<file path="src/rtl/fnd_pkg.sv">
// Shared constants for the multiplexed 7-segment reader: active-low g..a
// segment patterns, FSM state encoding and the digit-count ceiling.
package fnd_pkg;
    localparam int MAX_DIGITS = 8;

    localparam logic [6:0] SEG_0     = 7'b1000000;
    localparam logic [6:0] SEG_1     = 7'b1111001;
    localparam logic [6:0] SEG_2     = 7'b0100100;
    localparam logic [6:0] SEG_3     = 7'b0110000;
    localparam logic [6:0] SEG_4     = 7'b0011001;
    localparam logic [6:0] SEG_5     = 7'b0010010;
    localparam logic [6:0] SEG_6     = 7'b0000010;
    localparam logic [6:0] SEG_7     = 7'b1011000;
    localparam logic [6:0] SEG_8     = 7'b0000000;
    localparam logic [6:0] SEG_9     = 7'b0011000;
    localparam logic [6:0] SEG_A     = 7'b0001000;
    localparam logic [6:0] SEG_B     = 7'b0000011;
    localparam logic [6:0] SEG_C     = 7'b0100111;
    localparam logic [6:0] SEG_D     = 7'b0100001;
    localparam logic [6:0] SEG_E     = 7'b0000110;
    localparam logic [6:0] SEG_F     = 7'b0001110;
    localparam logic [6:0] SEG_BLANK = 7'b1111111;

    typedef enum logic [1:0] {IDLE, SETTLE, HELD} state_e;
endpackage

</file>
<file path="src/rtl/fnd_pattern_decode.sv">
// Reverse segment LUT: active-low g..a pattern to hex nibble, with blank
// and invalid flags. Purely combinational.
module fnd_pattern_decode
    import fnd_pkg::*;
(
    input  logic [6:0] i_FND,
    output logic [3:0] o_Nibble,
    output logic       o_Blank,
    output logic       o_Invalid
);
    always_comb begin
        o_Nibble  = 4'h0;
        o_Blank   = 1'b0;
        o_Invalid = 1'b0;
        case (i_FND)
            SEG_0:     o_Nibble = 4'h0;
            SEG_1:     o_Nibble = 4'h1;
            SEG_2:     o_Nibble = 4'h2;
            SEG_3:     o_Nibble = 4'h3;
            SEG_4:     o_Nibble = 4'h4;
            SEG_5:     o_Nibble = 4'h5;
            SEG_6:     o_Nibble = 4'h6;
            SEG_7:     o_Nibble = 4'h7;
            SEG_8:     o_Nibble = 4'h8;
            SEG_9:     o_Nibble = 4'h9;
            SEG_A:     o_Nibble = 4'hA;
            SEG_B:     o_Nibble = 4'hB;
            SEG_C:     o_Nibble = 4'hC;
            SEG_D:     o_Nibble = 4'hD;
            SEG_E:     o_Nibble = 4'hE;
            SEG_F:     o_Nibble = 4'hF;
            SEG_BLANK: o_Blank  = 1'b1;
            default:   o_Invalid = 1'b1;
        endcase
    end
endmodule

</file>
<file path="src/rtl/fnd_scan_decoder.sv">
// Multiplexed FND reader: settles each one-hot digit select, decodes the
// segment pattern and assembles complete frames of DIGITS hex values.
module fnd_scan_decoder
    import fnd_pkg::*;
#(
    parameter int DIGITS     = 4,
    parameter int STABLE_CYC = 4
) (
    input  logic                  i_Clk,
    input  logic                  i_Rst,
    input  logic [6:0]            i_FND,
    input  logic [DIGITS-1:0]     i_Com,
    output logic [4*DIGITS-1:0]   o_Value,
    output logic [DIGITS-1:0]     o_Blank,
    output logic                  o_Valid,
    output logic                  o_Err,
    output logic [2:0]            o_ErrDigit
);
    localparam int CW = $clog2(STABLE_CYC + 1);

    state_e                   state_q, state_d;
    logic [CW-1:0]            cnt_q, cnt_d;
    logic [DIGITS-1:0]        smp_com_q, smp_com_d;
    logic [6:0]               smp_fnd_q, smp_fnd_d;
    logic [DIGITS-1:0]        mask_q, mask_d;
    logic [DIGITS-1:0][3:0]   shadow_q, shadow_d;
    logic [DIGITS-1:0]        shblk_q, shblk_d;
    logic [4*DIGITS-1:0]      value_q, value_d;
    logic [DIGITS-1:0]        blank_q, blank_d;
    logic                     valid_q, valid_d;
    logic                     err_q, err_d;
    logic [2:0]               errdig_q, errdig_d;

    logic [3:0] dec_nib;
    logic       dec_blank, dec_inv;
    logic       onehot, same, start, capture;
    logic [2:0] idx;

    fnd_pattern_decode u_dec (
        .i_FND     (i_FND),
        .o_Nibble  (dec_nib),
        .o_Blank   (dec_blank),
        .o_Invalid (dec_inv)
    );

    assign onehot = (i_Com != '0) && ((i_Com & (i_Com - DIGITS'(1))) == '0);
    assign same   = (i_Com == smp_com_q) && (i_FND == smp_fnd_q);

    always_comb begin
        idx = 3'd0;
        for (int k = 0; k < DIGITS; k++)
            if (i_Com[k]) idx = 3'(k);
    end

    always_comb begin
        state_d   = state_q;
        cnt_d     = cnt_q;
        smp_com_d = smp_com_q;
        smp_fnd_d = smp_fnd_q;
        mask_d    = mask_q;
        shadow_d  = shadow_q;
        shblk_d   = shblk_q;
        value_d   = value_q;
        blank_d   = blank_q;
        valid_d   = 1'b0;
        err_d     = 1'b0;
        errdig_d  = errdig_q;
        start     = 1'b0;
        capture   = 1'b0;

        case (state_q)
            IDLE: start = onehot;
            SETTLE: begin
                if (onehot && same) begin
                    if (cnt_q == CW'(STABLE_CYC - 1)) begin
                        cnt_d   = CW'(STABLE_CYC);
                        capture = 1'b1;
                        state_d = HELD;
                    end else begin
                        cnt_d = cnt_q + CW'(1);
                    end
                end else if (onehot) begin
                    start = 1'b1;
                end else begin
                    state_d = IDLE;
                    cnt_d   = '0;
                end
            end
            HELD: begin
                if (!same) begin
                    if (onehot) begin
                        start = 1'b1;
                    end else begin
                        state_d = IDLE;
                        cnt_d   = '0;
                    end
                end
            end
            default: state_d = IDLE;
        endcase

        // A change in the inputs restarts settling from the new sample.
        if (start) begin
            smp_com_d = i_Com;
            smp_fnd_d = i_FND;
            cnt_d     = CW'(1);
            if (STABLE_CYC == 1) begin
                capture = 1'b1;
                state_d = HELD;
            end else begin
                state_d = SETTLE;
            end
        end

        if (capture) begin
            if (dec_inv) begin
                err_d    = 1'b1;
                errdig_d = idx;
                mask_d   = '0;
            end else begin
                for (int k = 0; k < DIGITS; k++) begin
                    if (i_Com[k]) begin
                        shadow_d[k] = dec_nib;
                        shblk_d[k]  = dec_blank;
                    end
                end
                if ((mask_q | i_Com) == '1) begin
                    value_d = shadow_d;
                    blank_d = shblk_d;
                    valid_d = 1'b1;
                    mask_d  = '0;
                end else begin
                    mask_d = mask_q | i_Com;
                end
            end
        end
    end

    always_ff @(posedge i_Clk or posedge i_Rst) begin
        if (i_Rst) begin
            state_q   <= IDLE;
            cnt_q     <= '0;
            smp_com_q <= '0;
            smp_fnd_q <= '0;
            mask_q    <= '0;
            shadow_q  <= '0;
            shblk_q   <= '0;
            value_q   <= '0;
            blank_q   <= '1;
            valid_q   <= 1'b0;
            err_q     <= 1'b0;
            errdig_q  <= '0;
        end else begin
            state_q   <= state_d;
            cnt_q     <= cnt_d;
            smp_com_q <= smp_com_d;
            smp_fnd_q <= smp_fnd_d;
            mask_q    <= mask_d;
            shadow_q  <= shadow_d;
            shblk_q   <= shblk_d;
            value_q   <= value_d;
            blank_q   <= blank_d;
            valid_q   <= valid_d;
            err_q     <= err_d;
            errdig_q  <= errdig_d;
        end
    end

    assign o_Value    = value_q;
    assign o_Blank    = blank_q;
    assign o_Valid    = valid_q;
    assign o_Err      = err_q;
    assign o_ErrDigit = errdig_q;
endmodule
</file>
<file path="config.mk">
export PLATFORM = sky130hd
export DESIGN_NAME = fnd_scan_decoder
export DESIGN_NICKNAME = d
export VERILOG_FILES = /design/src/rtl/fnd_pkg.sv /design/src/rtl/fnd_pattern_decode.sv /design/src/rtl/fnd_scan_decoder.sv
export SDC_FILE = /design/constraint.sdc
export NUM_CORES = 1
export LEC_CHECK = 0
export BUFFER_PORTS_ARGS = -buffer_cell sky130_fd_sc_hd__buf_2
export CORE_ASPECT_RATIO = 0.8
export CORE_MARGIN = 1
export CORE_UTILIZATION = 25
export CTS_CLUSTER_DIAMETER = 60
export CTS_CLUSTER_SIZE = 40
export DETAILED_ROUTE_END_ITERATION = 10
export PLACE_DENSITY = 0.49
export RECOVER_POWER = 100
export SYNTH_ARGS = -nofsm -noshare
export SYNTH_HDL_FRONTEND = slang
export SYNTH_SLANG_ARGS = --single-unit
export TNS_END_PERCENT = 100
</file>
<file path="constraint.sdc">
create_clock -name i_Clk -period 2.4 [get_ports i_Clk]
set_clock_uncertainty 0.05 [all_clocks]
set_input_delay 0 -clock i_Clk [delete_from_list [all_inputs] [get_ports i_Clk]]
set_output_delay 0 -clock i_Clk [all_outputs]
set_load 0.05 [all_outputs]
</file>
==> results of run 1 <==
## cells by family (layout without fill, tap and decap cells)
| kind of cell | Yosys count | after routing | share of synthesized area, % |
|---|---|---|---|
| flip-flops | 64 | 64 | 44.2 |
| adder cells (fa/ha/maj) | 6 | 6 | 2.07 |
| multiplexers | 69 | 69 | 23.4 |
| buffers and inverters | 37 | 88 | 5.30 |
| AND/OR/NAND/NOR | 79 | 79 | 12.9 |
| other | 1 | 1 | 0.103 |
| XOR/XNOR | 12 | 12 | 2.89 |
| AO/OA/AOI/OAI | 48 | 48 | 9.16 |
## state kept, by name, indices dropped and copies added, names as in the netlist
name        flops
cnt_q           3
mask_q          4
o_Blank         4
o_Err           1
o_ErrDigit      2
o_Valid         1
o_Value        16
shadow_q       16
shblk_q         4
smp_com_q       4
smp_fnd_q       7
state_q         2
## per-layer routing
layer  share of wire [%]  vias up  global-route usage (%)
met1                  50     1272                    15.3
met3                 4.0        9                    3.04
met5                   0        -                       0
li1                    -     1227                       -
met2                  45       48                    17.2
met4                 1.1        0                    3.30
## final cells by class
cell class | instances | area (µm²)
clock buffers | 10 | 239
fillers | 1495 | 9910
well taps | 184 | 230
inverters | 12 | 45.0
flip-flops and latches | 64 | 1610
repair buffers | 60 | 330
multi-input cells | 215 | 1790
clock inverters | 6 | 92.6
## how the worst min path moves through the flow
stage               startpoint                        end  slack, ns
finish                i_Com[0]      mask_q[0]$_DFFE_PP0N_       0.02
global placement         i_Rst     state_q[0]$_DFFE_PP0P_       0.24
global route          i_Com[0]      mask_q[0]$_DFFE_PP0N_       0.03
CTS                   i_Com[0]      mask_q[0]$_DFFE_PP0N_       0.01
detailed placement       i_Rst     state_q[1]$_DFFE_PP0P_       0.25
floorplan             i_Com[3]  o_ErrDigit[1]$_DFFE_PP0P_       0.23
## placed cells by master, fill, tap and decap left out, drive strengths merged, types with 6 or more instances in the layout
cell / Yosys / layout
inv: 12 / 12
nor2: 19 / 19
ha: 6 / 6
clkbuf: 9 / 39
xor2: 12 / 12
mux2: 68 / 68
dfrtp: 60 / 60
nor3: 7 / 7
nand3: 6 / 6
buf: 16 / 29
nand2: 11 / 11
a21oi: 17 / 17
## synthesized netlist by cell type, types with 2 or more instances
cell	number	share of area [%]
a21boi_0	2	0.41
a21oi_1	17	2.3
a31oi_1	4	0.69
and3_1	3	0.52
and3b_1	3	0.72
and4_1	3	0.72
buf_2	7	0.96
buf_4	6	1.2
buf_6	3	0.93
clkbuf_1	9	0.93
dfrtp_1	60	41
dfstp_2	4	2.9
ha_1	6	2.1
inv_1	12	1.2
mux2_2	48	15
mux2_4	20	8.3
nand2_1	11	1.1
nand2b_1	4	0.69
nand3_1	6	0.83
nor2_1	19	2.0
nor3_1	7	0.96
nor3b_1	4	0.83
nor4_1	3	0.52
nor4_2	2	0.69
nor4b_1	2	0.48
o21ai_0	3	0.41
o21bai_1	2	0.41
o31ai_1	2	0.41
o41ai_1	3	0.72
or2_2	3	0.52
xor2_1	12	2.9
## stage by stage
step | util [%] | cell area [µm²]
final | 30.4 | 4330
after global routing | 30.4 | 4330
after CTS | 30.9 | 4400
after detailed placement | 28.4 | 4050
after global placement | 28.4 | 4050
after floorplan | - | 3630
## worst min-delay path, cell delays in order
cell	delay (ns)
buf_2	0.21
nand2_1	0.09
a21oi_1	0.06
## power groups by stage
stage,clock (mW),sequential (mW),combinational (mW)
CTS,1.46,1.24,0.512
floorplan,0,1.24,0.384
global placement,0,1.25,0.503
detailed placement,0,1.26,0.508
global route,1.51,1.25,0.555
finish,1.43,1.24,0.498
## what timing repair did
item	CTS	global route
hold buffers	2	0
hold endpoints to repair	61	0
gates resized for setup	0	9
endpoints found under the setup margin	0	41
setup buffers	0	3
==> flow_metrics.py, run 1 <==
metrics = {
    "detailed_routing": {
        "first_iter_violations": 111,
        "via_per_inst": 4.64,
        "vias": 2556,
        "wl_per_cell_um": 14.6,
        "drtPass1Iterations": 5,
        "drcViolationCount": 0,
        "ant_nets": 0,
        "wl_mm": 8.04,
    },
    "yosys": {
        "syn_nets": 335,
        "synth_area_um2": 3630,
        "synth_flop_cell": "dfrtp_1",
        "ys_async_sr_fraction_pct": 100,
        "ys_types": 57,
        "seq_area_frac_synth_pct": 44.2,
        "synth_seq_cells": 64,
        "synth_edf_count": 0,
        "synthCells": 316,
        "syn_avg_cell_area_um2": 11.5,
        "ys_warn_count": 0,
    },
    "final_layout": {
        "drive_gt1_share_pct": 32.7,
        "area_delta_synth_final_pct": 19.2,
        "fin_nets": 381,
        "diodes": 0,
        "fin_cells": 551,
    },
    "die": {
        "die-area_um2": 15000,
        "io_pins": 38,
        "fp.dieH_um": 110,
        "start_util_pct": 25.5,
        "die_x_um": 137,
        "core_um2": 14200,
        "rows": 39,
    },
    "worst_hold_path": {
        "hold_class": "input port to register",
        "whs_path_depth": 3,
    },
    "critical_path": {
        "crit_path_end": "o_Value[0]$_DFFE_PP0P_",
        "r2r_slack_ns": 0.15,
        "critPathKind": "register to register",
        "cpPeakStageDelay_ns": 0.38,
        "worst_ep_arrival_time_ns": 2.41,
        "cp_slowest_cell": "dfrtp_1",
        "crit_family": "simple AND/OR/NAND/NOR gates",
        "cp.depth": 7,
        "worstPathRequired_ns": 2.56,
        "end_kind": "register",
        "r2r-end": "o_Value[0]$_DFFE_PP0P_",
        "r2r_start": "smp_fnd_q[2]$_DFFE_PP0P_",
        "critical_path.max_fanout": 7,
        "reg2reg_depth": 7,
        "start_kind": "register",
        "path_cells": "xor2_1 -> nor4_1 -> and3_1 -> and4_1 -> nand3b_4 -> clkbuf_2 -> mux2_1",
        "cp.buffers_inverters": 1,
        "cp-startpoint": "smp_fnd_q[2]$_DFFE_PP0P_",
    },
    "timing": {
        "fin_ws_ns": 0.148,
        "setup_tns_ns": 0,
        "drv_slew": 65,
        "rsz0062_at_grt": "no",
        "final.period_utilization_pct": 93.8,
        "setup_viol": 0,
        "slew_headroom_pct": -7.03,
        "hold_viol": 0,
        "fin_crit_ns": 2.25,
        "fmax_mhz": 444,
        "worstMarginPinSlew_ns": 1.61,
        "hold_slack_ns": 0.0181,
    },
    "clocking": {
        "htree_levels": 3,
        "cts.clk_slew.worst_paths_ns": 0.06,
        "cts_root_buf": "clkbuf_16",
        "worstSkewPairLatency_ns": 0.33,
        "cts.sinks": 64,
        "cts_tree": "yes",
        "clock_path_buffers": 2,
        "numCtsBuffers": 9,
    },
    "placed_design": {
        "gp_congestion": 0.789,
        "place_inst": 529,
        "place_ws_ns": 0.163,
        "dp_hpwl_mm": 5.60,
        "io_buffers": 36,
    },
    "power_and_ir_drop": {
        "sequentialPowerShare_pct": 39.1,
        "p_sw_share_pct": 25.9,
        "peakVddDrop_mv": 0.265,
        "p_int_mw": 2.35,
        "pwr-share-clk_pct": 45.2,
        "p_comb_share_pct": 15.7,
        "power.leakage_nw": 2.05,
        "power_mw": 3.16,
        "p_switching_mw": 0.818,
        "powerDensity_nw_per_um2": 730,
    },
    "flow_run": {
        "max-cap-violations": 1,
    },
    "global_routing": {
        "antenna_found_initial": 0,
        "grt_pass1_wl_mm": 12.9,
        "grt_max_degree": 65,
        "track_usage_pct": 11.2,
        "grt_pass1_vias": 2484,
        "grt_overflow": 0,
    },
    "status": {
        "violations": "capacitance limit, slew limit",
        "status": "finished with violations",
    },
}
No activity file was read; power rests on OpenSTA's default activity.
==> run 2, diff against run 1 <==
Settings changed: BUFFER_PORTS_ARGS -buffer_cell sky130_fd_sc_hd__buf_2 to -buffer_cell sky130_fd_sc_hd__buf_4.
==> run 2 against run 1 <==
  * The run now ends clean
  * Non-clock buffer count down 2
  * Sequential share of layout area up 0.45 points
  * Wire length down 3.8%
  * Highest routed layer unchanged
  * Fmax down 0.75%
  * Hold slack better by 0.0096 ns
  * First-iteration DRC count down 7.2%
==> flow_metrics.py, run 2 (synthesis results as in run 1) <==
metrics = {
    "detailed_routing": {
        "first_iter_violations": 103,
        "drcViolationCount": 0,
        "via_per_inst": 4.54,
        "vias": 2494,
        "wl_per_cell_um": 14.1,
        "drtPass1Iterations": 4,
        "wl_mm": 7.73,
        "ant_nets": 0,
    },
    "timing": {
        "fmax_mhz": 441,
        "fin_crit_ns": 2.27,
        "hold_viol": 0,
        "slew_headroom_pct": 7.60,
        "setup_tns_ns": 0,
        "final.period_utilization_pct": 94.6,
        "rsz0062_at_grt": "no",
        "setup_viol": 0,
        "worstMarginPinSlew_ns": 1.38,
        "drv_slew": 0,
    },
    "global_routing": {
        "grt_max_degree": 38,
        "antenna_found_initial": 0,
        "track_usage_pct": 11.1,
        "grt_pass1_wl_mm": 12.6,
        "grt_pass1_vias": 2390,
        "grt_overflow": 0,
    },
    "die": {
        "die-area_um2": 15000,
        "core_um2": 14200,
        "die_x_um": 137,
        "start_util_pct": 25.5,
        "fp.dieH_um": 110,
        "rows": 39,
        "io_pins": 38,
    },
    "critical_path": {
        "path_cells": "dlygate4sd3_1 -> buf_4 -> and3_1 -> o21ai_0 -> o41ai_1 -> a2111o_2 -> nand3b_4 -> buf_12 -> mux2_1",
        "crit_family": "buffers and inverters",
        "cp.buffers_inverters": 3,
        "r2r_slack_ns": 0.16,
        "worstPathRequired_ns": 2.55,
        "cp.depth": 9,
        "cp_slowest_cell": "a2111o_2",
        "end_kind": "register",
        "critPathKind": "input port to register",
        "reg2reg_depth": 7,
        "worst_ep_arrival_time_ns": 2.42,
        "critical_path.max_fanout": 20,
        "cpPeakStageDelay_ns": 0.57,
        "start_kind": "input port",
    },
    "final_layout": {
        "mostFrequentLayoutCells": "dfrtp_1, mux2_2, clkbuf_1",
        "fin_nets": 379,
        "fill_cells": 1508,
        "area_delta_synth_final_pct": 17.8,
        "drive_gt1_share_pct": 28.8,
        "diodes": 0,
        "layout_commonest_cell": "dfrtp_1",
        "fin_cells": 549,
    },
    "flow_run": {
        "max-cap-violations": 0,
    },
    "power_and_ir_drop": {
        "p_sw_share_pct": 27.1,
        "powerDensity_nw_per_um2": 676,
        "p_int_mw": 2.11,
        "power_mw": 2.90,
        "pwr-share-clk_pct": 40.1,
        "p_switching_mw": 0.785,
        "sequentialPowerShare_pct": 42.7,
        "power.leakage_nw": 2.00,
        "p_comb_share_pct": 17.3,
        "peakVddDrop_mv": 0.285,
    },
    "placed_design": {
        "dp_hpwl_mm": 5.41,
        "gp_congestion": 0.753,
        "io_buffers": 36,
        "place_inst": 525,
    },
    "clocking": {
        "cts.clk_slew.worst_paths_ns": 0.06,
        "worstSkewPairLatency_ns": 0.33,
        "cts_root_buf": "clkbuf_16",
        "clock_path_buffers": 2,
        "cts.sinks": 64,
        "numCtsBuffers": 9,
        "cts_tree": "yes",
        "cts_setup_buffers": 0,
        "htree_levels": 3,
    },
    "worst_hold_path": {
        "whs_path_depth": 2,
        "hold_class": "input port to register",
    },
    "status": {
        "status": "complete, no violations",
    },
}
run 2: path summary, 6_finish.rpt:
kind | end | start
worst max-delay path | o_Value[5]$_DFFE_PP0P_ | i_FND[6]
worst min-delay path | smp_fnd_q[0]$_DFFE_PP0P_ | i_FND[0]
worst max register to register | shadow_q[13]$_DFFE_PP0N_ | smp_fnd_q[1]$_DFFE_PP0P_
worst min register to register | o_Value[0]$_DFFE_PP0P_ | o_Value[0]$_DFFE_PP0P_
max in group asynchronous | smp_com_q[2]$_DFFE_PP0P_ | i_Rst
min in group asynchronous | o_Err$_DFF_PP0_ | i_Rst
run 2: timing repair:
action	in CTS	in global routing
endpoints found under the setup margin	0	32
hold buffers	8	0
resized for setup	0	2
hold endpoints to repair	41	0
run 2: metrics by stage:
step | cell area, µm² | util (%) | setup slack [ns] | hold slack, ns
3_5_place_dp | 4110 | 28.8 | 0.145 | 0.154
2_1_floorplan | 3630 | - | 0.201 | 0.231
6_report | 4280 | 30.0 | 0.131 | 0.0277
3_3_place_gp | 4110 | 28.8 | 0.176 | 0.143
4_1_cts | 4450 | 31.3 | 0.0577 | 0.0164
5_1_grt | 4280 | 30.0 | 0.0227 | 0.0386
run 2: per-layer routing:
metal  vias up  GRT usage, %  part of all wire, %
met5         -             0                    0
met4         0          4.71                  1.6
met3         8          2.26                  3.9
met2        43          15.9                   43
met1      1216          16.1                   52
li1       1227             -                    -
run 2: final cells by class:
| type | count | area, µm² | area share, % |
|---|---|---|---|
| Sequential cell | 64 | 1610 | 37.5 |
| Multi-Input combinational cell | 215 | 1770 | 41.3 |
| Inverter | 12 | 45.0 | 1.05 |
| Timing Repair Buffer | 58 | 363 | 8.47 |
| Clock buffer | 11 | 233 | 5.44 |
| Clock inverter | 5 | 35.0 | 0.818 |
| Tap cell | 184 | 230 | 5.38 |
run 2: power groups by stage:
stage | Combinational [mW] | Clock [mW] | Sequential, mW
global route | 0.560 | 1.26 | 1.25
finish | 0.500 | 1.16 | 1.24
floorplan | 0.384 | 0 | 1.24
detailed placement | 0.505 | 0 | 1.26
CTS | 0.517 | 1.20 | 1.24
global placement | 0.502 | 0 | 1.25
==> run 3, diff against run 2 <==
Settings changed: REMOVE_ABC_BUFFERS from default to 1.
==> run 3 against run 2 <==
  * The flow now finishes with violations (DRC, capacitance limit, slew limit)
  * Clock power up 24%
  * Sequential cell count unchanged
  * Setup slack better by 0.016 ns
  * Final cell count up 0.55%
  * Via count up 0.76%
  * Hold slack worse by 0.0086 ns
  * First-iteration DRC count up 40%
  * Global-route usage up 0.62 points
  * Final area up 3.8%
  * Die area unchanged
  * Non-clock buffer count up 3
  * Critical endpoint is now shadow_q[9]$_DFFE_PP0N_
==> flow_metrics.py, run 3 (synthesis results as in run 1) <==
metrics = {
    "placed_design": {
        "dp_hpwl_mm": 5.51,
        "place_ws_ns": 0.0355,
        "gp_congestion": 0.770,
        "io_buffers": 36,
    },
    "power_and_ir_drop": {
        "power_mw": 3.19,
        "powerDensity_nw_per_um2": 719,
        "peakVddDrop_mv": 0.382,
        "power.leakage_nw": 2.08,
    },
    "clocking": {
        "numCtsBuffers": 9,
        "cts.sinks": 64,
        "htree_levels": 3,
        "clock_path_buffers": 2,
        "cts_root_buf": "clkbuf_16",
        "cts_tree": "yes",
        "worstSkewPairLatency_ns": 0.33,
        "cts.clk_slew.worst_paths_ns": 0.06,
    },
    "detailed_routing": {
        "first_iter_violations": 144,
        "via_per_inst": 4.55,
        "wl_per_cell_um": 14.8,
        "wl_met1_mm": 4.43,
        "dr_wl_met3_um": 278,
        "wl_mm": 8.17,
        "vias": 2513,
        "ant_nets": 0,
        "routed.top_layer": "met4",
        "drtPass1Iterations": 7,
        "route.met2.wl_mm": 3.35,
        "drcViolationCount": 2,
    },
    "die": {
        "core_um2": 14200,
        "io_pins": 38,
        "die-area_um2": 15000,
        "start_util_pct": 25.5,
        "die_x_um": 137,
        "rows": 39,
        "fp.dieH_um": 110,
    },
    "global_routing": {
        "grt_overflow": 0,
        "grt_max_degree": 65,
        "grt_pass1_vias": 2467,
        "grt_pass1_wl_mm": 13.3,
        "antenna_found_initial": 0,
        "track_usage_pct": 11.8,
    },
    "final_layout": {
        "diodes": 0,
        "layout_commonest_cell": "dfrtp_1",
        "area_delta_synth_final_pct": 22.2,
        "drive_gt1_share_pct": 34.0,
        "fin_nets": 382,
        "mostFrequentLayoutCells": "dfrtp_1, mux2_2, clkbuf_1",
        "final_util_pct": 31.2,
    },
    "timing": {
        "setup_viol": 0,
        "hold_viol": 0,
        "final.period_utilization_pct": 93.9,
        "drv_slew": 65,
        "fin_ws_ns": 0.147,
        "fmax_mhz": 444,
        "rsz0062_at_grt": "no",
        "slew_headroom_pct": -5.50,
        "worstMarginPinSlew_ns": 1.58,
        "fin_crit_ns": 2.25,
    },
    "worst_hold_path": {
        "hold_class": "input port to register",
    },
    "status": {
        "violations": "DRC, capacitance limit, slew limit",
        "status": "finished with violations",
    },
    "critical_path": {
        "critical_path.max_fanout": 9,
        "worst_ep_arrival_time_ns": 2.41,
        "start_kind": "register",
        "worstPathRequired_ns": 2.56,
        "critPathKind": "register to register",
        "end_kind": "register",
    },
    "flow_run": {
        "max-cap-violations": 1,
    },
}
==> run 3: path summary, 6_finish.rpt <==
| check | end | slack, ns | startpoint | cells past startpoint |
|---|---|---|---|---|
| worst max-delay path | shadow_q[9]$_DFFE_PP0N_ | 0.15 | smp_fnd_q[1]$_DFFE_PP0P_ | 7 |
| worst min-delay path | o_ErrDigit[1]$_DFFE_PP0P_ | 0.02 | i_Com[3] | 3 |
| worst max register to register | shadow_q[9]$_DFFE_PP0N_ | 0.15 | smp_fnd_q[1]$_DFFE_PP0P_ | 7 |
| worst min register to register | shadow_q[3]$_DFFE_PP0N_ | 0.45 | shadow_q[3]$_DFFE_PP0N_ | 1 |
| max in group asynchronous | smp_fnd_q[4]$_DFFE_PP0P_ | 0.62 | i_Rst | 4 |
| min in group asynchronous | o_Valid$_DFF_PP0_ | 0.73 | i_Rst | 4 |
==> run 3: worst max-delay path: stages, from the launching register on <==
cell and delay, ns:
dfrtp_1 0.38, xor2_1 0.17, nor4_2 0.35, and3_1 0.22, and4_2 0.30, buf_12 0.14
nand3_1 0.20, mux2_2 0.33
==> run 3: power breakdown <==
part           internal, mW  switching, mW  total (mW)
combinational         0.247          0.277       0.524
sequential             1.17         0.0597        1.23
clock                 0.941          0.497        1.44
total                  2.36          0.834        3.19
==> run 3: per-layer routing <==
layer | track usage, % | vias up
met4 | 3.92 | 0
met2 | 16.3 | 45
met3 | 2.54 | 10
met5 | 0 | -
met1 | 17.7 | 1224
li1 | - | 1234
==> run 3: final cells by class <==
class	instances	area, µm²
fillers	1508	9810
multi-input cells	215	1830
flip-flops and latches	64	1610
repair buffers	61	399
clock buffers	10	239
well taps	184	230
clock inverters	6	92.6
inverters	12	45.0
==> run 3: timing repair <==
| action | CTS | global route |
|---|---|---|
| endpoints found under the setup margin | 0 | 41 |
| hold endpoints to repair | 67 | 0 |
| hold buffers | 8 | 0 |
| resized for setup | 0 | 2 |
| buffers inserted | 0 | 2 |
==> run 3: stage by stage <==
stage | area (µm²) | TNS, ns | hold slack [ns] | instances
5_1_grt | 4440 | 0 | 0.0380 | 552
6_report | 4440 | 0 | 0.0191 | 552
2_1_floorplan | 3490 | -0.393 | 0.0852 | 291
4_1_cts | 4550 | 0 | 0.00819 | 550
3_3_place_gp | 4140 | 0 | 0.0551 | 526
3_5_place_dp | 4140 | 0 | 0.0569 | 526
